$ cat config.mk
export PLATFORM = sky130hd
export DESIGN_NAME = key_conditioner_flat
export DESIGN_NICKNAME = d
export VERILOG_FILES = /design/src/rtl/key_conditioner_if.sv /design/src/rtl/key_conditioner.sv /design/src/flat_wrapper.sv
export SDC_FILE = /design/constraint.sdc
export NUM_CORES = 1
export LEC_CHECK = 0
export CAP_MARGIN = 10
export CORE_AREA = 2 2 95 79
export DETAILED_ROUTE_END_ITERATION = 7
export DIE_AREA = 0 0 97 81
export DONT_BUFFER_PORTS = 1
export GPL_ROUTABILITY_DRIVEN = 0
export GPL_TIMING_DRIVEN = 0
export SKIP_CTS_REPAIR_TIMING = 1
export SLEW_MARGIN = 10
export SYNTH_ARGS = -nofsm -noshare
export SYNTH_HDL_FRONTEND = slang
export SYNTH_SLANG_ARGS = --single-unit
$ cat constraint.sdc
create_clock -name clk -period 3.4 [get_ports clk]
set_clock_uncertainty 0.05 [all_clocks]
set_input_delay 0.34 -clock clk [delete_from_list [all_inputs] [get_ports clk]]
set_output_delay 0.34 -clock clk [all_outputs]
set_load 0.005 [all_outputs]
$ cat src/rtl/key_conditioner_if.sv
// Push-button bundle between the board keys and the conditioner.
// master drives the raw levels; slave returns the conditioned levels and pulses.
`timescale 1ns/1ps
interface key_conditioner_if #(
  parameter int N_KEYS = 3
);
  logic [N_KEYS-1:0] key_raw;
  logic [N_KEYS-1:0] key_level;
  logic [N_KEYS-1:0] key_press;
  logic [N_KEYS-1:0] key_release;
  logic              any_press;

  modport master (
    output key_raw,
    input  key_level,
    input  key_press,
    input  key_release,
    input  any_press
  );

  modport slave (
    input  key_raw,
    output key_level,
    output key_press,
    output key_release,
    output any_press
  );
endinterface

$ cat src/rtl/key_conditioner.sv
// Per-key synchroniser, debouncer and one-cycle press/release pulse generator.
// Define KEY_REPEAT_EN to add auto-repeat press pulses while a key stays held.
`timescale 1ns/1ps
module key_conditioner #(
  parameter int N_KEYS          = 3,
  parameter int DEBOUNCE_CYCLES = 250000,
  parameter int ACTIVE_LOW      = 1,
  parameter int REPEAT_DELAY    = 25000000,
  parameter int REPEAT_PERIOD   = 10000000
) (
  input  logic             clk,
  input  logic             reset,
  key_conditioner_if.slave kif
);
  localparam int                CW       = $clog2(DEBOUNCE_CYCLES + 1);
  localparam logic [CW-1:0]     DB_LAST  = CW'(DEBOUNCE_CYCLES - 1);
  localparam logic [N_KEYS-1:0] RELEASED = {N_KEYS{(ACTIVE_LOW != 0)}};

`ifdef KEY_REPEAT_EN
  localparam int            RMAX     = (REPEAT_DELAY > REPEAT_PERIOD) ? REPEAT_DELAY : REPEAT_PERIOD;
  localparam int            RW       = $clog2(RMAX + 1);
  localparam logic [RW-1:0] DLY_LAST = RW'(REPEAT_DELAY - 1);
  localparam logic [RW-1:0] PER_LAST = RW'(REPEAT_PERIOD - 1);
`endif

  if (DEBOUNCE_CYCLES < 2 || REPEAT_DELAY < 1 || REPEAT_PERIOD < 1) begin : g_bad_params
    $error("key_conditioner: illegal parameter value");
  end

  logic [N_KEYS-1:0] sync1;
  logic [N_KEYS-1:0] sync2;
  logic [N_KEYS-1:0] norm;
  logic [N_KEYS-1:0] level;
  logic [N_KEYS-1:0] press;
  logic [N_KEYS-1:0] release_p;

  // Two-flop synchroniser; reset parks both stages at the released level
  always_ff @(posedge clk) begin
    if (reset) begin
      sync1 <= RELEASED;
      sync2 <= RELEASED;
    end else begin
      sync1 <= kif.key_raw;
      sync2 <= sync1;
    end
  end

  assign norm = sync2 ^ RELEASED;

  for (genvar k = 0; k < N_KEYS; k++) begin : g_key
    logic [CW-1:0] cnt;
    logic          lvl_q;
    logic          lvl_d;
    logic          press_q;
    logic          release_q;
    logic          accept;
    logic          lvl_nxt;
    logic          rep_fire;

    always_comb begin
      accept  = (norm[k] != lvl_q) && (cnt == DB_LAST);
      lvl_nxt = lvl_q ^ accept;
    end

    // Debounce counter, accepted level and registered edge pulses
    always_ff @(posedge clk) begin
      if (reset) begin
        cnt       <= '0;
        lvl_q     <= 1'b0;
        lvl_d     <= 1'b0;
        press_q   <= 1'b0;
        release_q <= 1'b0;
      end else begin
        if (norm[k] == lvl_q || accept) begin
          cnt <= '0;
        end else begin
          cnt <= cnt + 1'b1;
        end
        lvl_q     <= lvl_nxt;
        lvl_d     <= lvl_q;
        press_q   <= (lvl_q & ~lvl_d) | rep_fire;
        release_q <= ~lvl_q & lvl_d;
      end
    end

`ifdef KEY_REPEAT_EN
    logic [RW-1:0] rep_cnt;
    logic          rep_armed;
    logic          held;

    // Held means pressed, past the initial press pulse, and not releasing this edge
    assign held     = lvl_q & lvl_d & lvl_nxt;
    assign rep_fire = held && (rep_cnt == (rep_armed ? PER_LAST : DLY_LAST));

    always_ff @(posedge clk) begin
      if (reset || !held) begin
        rep_cnt   <= '0;
        rep_armed <= 1'b0;
      end else if (rep_fire) begin
        rep_cnt   <= '0;
        rep_armed <= 1'b1;
      end else begin
        rep_cnt <= rep_cnt + 1'b1;
      end
    end
`else
    assign rep_fire = 1'b0;
`endif

    assign level[k]     = lvl_q;
    assign press[k]     = press_q;
    assign release_p[k] = release_q;
  end

  assign kif.key_level   = level;
  assign kif.key_press   = press;
  assign kif.key_release = release_p;
  assign kif.any_press   = |press;
endmodule

$ cat src/flat_wrapper.sv
// flat-port wrapper written by rule: the top's interface ports become plain ports
module key_conditioner_flat 
#(
  parameter int N_KEYS          = 3,
  parameter int DEBOUNCE_CYCLES = 250000,
  parameter int ACTIVE_LOW      = 1,
  parameter int REPEAT_DELAY    = 25000000,
  parameter int REPEAT_PERIOD   = 10000000
)
  (clk, reset, kif_key_raw, kif_key_level, kif_key_press, kif_key_release, kif_any_press);
  key_conditioner_if #(.N_KEYS(N_KEYS)) kif_i ();
  input  logic clk;
  input  logic reset;
  input wire logic [$bits(kif_i.key_raw)-1:0] kif_key_raw;
  output wire logic [$bits(kif_i.key_level)-1:0] kif_key_level;
  output wire logic [$bits(kif_i.key_press)-1:0] kif_key_press;
  output wire logic [$bits(kif_i.key_release)-1:0] kif_key_release;
  output wire logic [$bits(kif_i.any_press)-1:0] kif_any_press;
  assign kif_i.key_raw = kif_key_raw;
  assign kif_key_level = kif_i.key_level;
  assign kif_key_press = kif_i.key_press;
  assign kif_key_release = kif_i.key_release;
  assign kif_any_press = kif_i.any_press;
  key_conditioner #(.N_KEYS(N_KEYS), .DEBOUNCE_CYCLES(DEBOUNCE_CYCLES), .ACTIVE_LOW(ACTIVE_LOW), .REPEAT_DELAY(REPEAT_DELAY), .REPEAT_PERIOD(REPEAT_PERIOD)) u_core (.clk(clk), .reset(reset), .kif(kif_i));
endmodule
* After elaboration in Yosys (flattened, before gate mapping)
Index checks and enable logic that the tools add are counted. W data, S select, Z words.
Storage, ports and cells: word-level logic and storage cells 55, input bits 5, output and inout port bits 10, bits in registers 72
Operators by class: add/sub/neg operators 3, equality and inequality tests 9, bitwise operators 16, reduce and logical (&&, ||, !) cells 10
Operators by type and width (number):
- $add A18 B1 Y18 const B | 3
- $eq A18 B18 Y1 const B | 3
- $and A1 B1 Y1 | 6
- $not A1 Y1 | 6
- $reduce_or A2 Y1 | 3
- $eq A1 B1 Y1 | 3
- $logic_and A1 B1 Y1 | 3
- $logic_or A1 B1 Y1 | 3
- $ne A1 B1 Y1 | 3
- $not A3 Y3 | 1
- $reduce_or A3 Y1 | 1
- $xor A1 B1 Y1 | 3

* Logic depth before layout (Yosys ltp)
depth in word-level cells 5, gate-level depth with buffers 6, mapped depth without buffers 5

* Worst setup path after synthesis
OpenSTA, ideal clock, no wires.
path kind flip-flop to flip-flop, start register u_core.g_key[1].cnt[5], end register u_core.g_key[1].cnt[10], path slack 1645 ps, cell stages (with the launch flop) 6, clock period less this slack 1755 ps, data arrival time 1590 ps, path buffers 1, cells stage by stage dfxtp_1 -> nor4b_1 -> nand4_1 -> o41ai_4 -> buf_6 -> nor2_1
Between the ends: word-level cells in the longest chain between the ends 4, elaborated cells between the ends (all ways) 5
Ends and longest elaborated chain:
- start, declared | line key_conditioner.sv:51 | logic [CW-1:0] cnt;
- start signal, assigned | line key_conditioner.sv:77 | cnt <= cnt + 1'b1;
- parallel branches: the longest is 4 deep, another holds $add A18 B1 Y18
Several ways; the timed one is not identified. A chain may end at the register's enable or synchronous reset.

* Final worst setup path
start register u_core.g_key[0].cnt[0], end register u_core.g_key[0].cnt[12]
Between the ends: word-level cells in the longest chain between the ends 4, elaborated cells between the ends (all ways) 5
Ends and longest elaborated chain (line):
- start, declared | key_conditioner.sv:51
- start signal, assigned | key_conditioner.sv:77
- parallel branches: the longest is 4 deep, another holds $add A18 B1 Y18
Several ways; the timed one is not identified.

==> impl_metrics.json <==
{
  "place_area_um2": 3158,
  "hold_violations": 0,
  "pwr_density_cell_nw_per_um2": 477.7,
  "dieArea_um2": 7857,
  "tightest_slew_ps": 546.3,
  "synth-xor-area-share_pct": 13.80,
  "final_cell_mix": "72 x dfxtp_1, 65 x nor2_1, 37 x xnor2_1",
  "p_leak_nw": 1.043,
  "power_mw": 1.614,
  "final_common_cell": "dfxtp_1",
  "cp_cell_sequence": "ha_1 > nand4_1 > o21ai_1 > buf_2 > nor2_1",
  "via_per_inst": 4.986,
  "final_max_slew_viol_count": 0,
  "crit_slowest_cell": "o21ai_1",
  "fmax_mhz": 477.0,
  "final_cells": 440,
  "synth-compound-area-share_pct": 2.876,
  "start_util_pct": 43.25,
  "required_ps": 3580,
  "antenna_found_initial": 0,
  "syn_area_um2": 3045,
  "drive_gt1_share_pct": 11.43,
  "fp.dieW_um": 97,
  "postRouteAntennaNets": 0,
  "cts_buffers": 9,
  "rows": 28,
  "hold_ws_ps": 50.36,
  "p_switching_mw": 0.3443,
  "critical_path_class": "register to register",
  "via_count": 2194,
  "status": "finished, final reports clean",
  "syn-mean-instance-area_um2": 9.118,
  "vdd.ir_drop.worst_v": 0.0001900,
  "setup_viol": 0,
  "track_usage_pct": 15.26,
  "slew_headroom_pct": 63.34,
  "path_clk_slew_ps": 70,
  "finalWirelength_um": 5430,
  "area_growth_syn_to_layout_pct": 10.93,
  "grt_pass1_vias": 2061,
  "die_h_um": 81,
  "cp-end-kind": "register",
  "core_area_um2": 7042,
  "ys_warn_count": 0,
  "io_pins": 15,
  "wl_per_cell_um": 12.34,
  "synth_nets": 342,
  "synthMuxAreaShare_pct": 0.3698,
  "cts-root-buf": "clkbuf_8",
  "arrival_ps": 2280,
  "cts_tree": "built",
  "crit_path_max_incr_delay_ps": 570,
  "synthDistinctLibCells": 36,
  "fin_crit_ps": 2096,
  "rsz0062_at_grt": "no",
  "tns_ps": 0,
  "fin_ws_ps": 1304,
  "clock_latency_ps": 340,
  "cap_violations": 0,
  "dp_hpwl_um": 3809,
  "utilization_pct": 47.97,
  "synth-simple-area-share_pct": 29.87,
  "hold_path.class": "input port to register",
  "synth-seq-cells": 72,
  "dp.cells": 424,
  "drt-initial-drc-count": 72,
  "grt_pass1_wl_um": 9528,
  "grt_max_degree": 14,
  "cp_max_fo": 10,
  "fin_area_um2": 3378,
  "gr-total-overflow": 0,
  "clkPwrFrac_pct": 46.3,
  "clock_tree.buffer_depth": 2,
  "final_nets": 353,
  "p_seq_share_pct": 52.6,
  "fillerInstances": 685,
  "drtPass1Iterations": 4,
  "combPwrFrac_pct": 1.0,
  "p_int_mw": 1.270,
  "dp_slack_ps": 1276,
  "synth_top_family_by_area": "simple AND/OR/NAND/NOR gates",
  "cp-start-kind": "register",
  "clock_sinks": 72,
  "synthCells": 334,
  "cts-htree-levels": 3,
  "ys_seq_area_share_pct": 47.33,
  "antenna_cells": 0,
  "period_share_pct": 61.66,
  "drc": 0,
  "io_buffers": 0,
  "switching_share_pct": 21.34,
  "synth_fa_ha_area_share_pct": 1.233
}
## final cells by class
class                           count  area, um2  share of cell area [%]
Buffer                             15      100.1                   2.963
Clock inverter                      6      92.59                   2.741
Multi-Input combinational cell    237       1466                   43.41
Sequential cell                    72       1441                   42.67
Clock buffer                       10      127.6                   3.778
Inverter                           10      37.54                   1.111
Tap cell                           90      112.6                   3.333
## registers in the layout (all words and copies together) (netlist names), named ones only
name	cells
u_core.g_key.cnt	54
u_core.g_key.lvl_d	3
u_core.g_key.press_q	3
u_core.g_key.release_q	3
u_core.sync1	3
u_core.sync2	3
## layer usage
layer / global-route usage [%] / vias up / wire, um
li1: - / 1159 / -
met1: 20.00 / 991 / 2941
met2: 22.99 / 38 / 2219
met3: 5.938 / 6 / 205
met4: 5.634 / 0 / 63
met5: 0 / - / 0
## synth_stat cells (all sizes together)
library cell	count	area [um2]
ha	3	37.54
and2	1	6.260
o41ai	2	36.29
nand4	21	152.6
nand2	11	41.29
o21ai	5	25.02
buf	12	88.83
nor3	13	65.06
dfxtp	72	1441
nand4b	1	8.760
or2	7	43.79
a21o	1	7.510
inv	10	37.54
o221ai	1	8.760
nand3	15	80.08
or4	2	18.77
mux2	1	11.26
nor3b	3	22.52
nor2b	8	50.05
nor2	65	244.0
or3	3	18.77
xor2	11	96.34
clkbuf	3	11.26
a21oi	2	10.01
xnor2	37	324.1
nor4	17	106.4
nor4b	3	26.28
and3	4	25.02
## worst paths after layout
path                                             start                 endpoint  slack, ps  cells past startpoint
worst max-delay path            u_core.g_key[0].cnt[0]  u_core.g_key[0].cnt[12]       1300                      5
worst min-delay path                    kif_key_raw[0]          u_core.sync1[0]         50                      1
worst max register to register  u_core.g_key[0].cnt[0]  u_core.g_key[0].cnt[12]       1300                      5
worst min register to register   u_core.g_key[0].lvl_d  u_core.g_key[0].press_q        350                      1
## kinds of logic after synthesis
kind of cell	after synthesis
muxes	1
adders and majority gates	3
buffers and inverters	25
DFF	72
xor gates and xnor gates	48
AOI/OAI and AO/OA	11
and+or+nand+nor	174
## worst max-delay path: cells and delay by family, from the launching register on
family / cells / cell delay (ps)
and+or+nand+nor: 2 / 400
AOI/OAI and AO/OA: 1 / 570
DFF: 1 / 390
buffers and inverters: 1 / 320
adders and majority gates: 1 / 260
## power by group through the flow
stage | combinational (mW) | clock (mW) | sequential (mW)
floorplan | 0.0125 | 0 | 0.869
finish | 0.0167 | 0.748 | 0.849
global route | 0.0193 | 0.809 | 0.850
global placement | 0.0172 | 0 | 0.869
CTS | 0.0172 | 0.771 | 0.849
detailed placement | 0.0171 | 0 | 0.869
(Power assumes the default switching activity.)
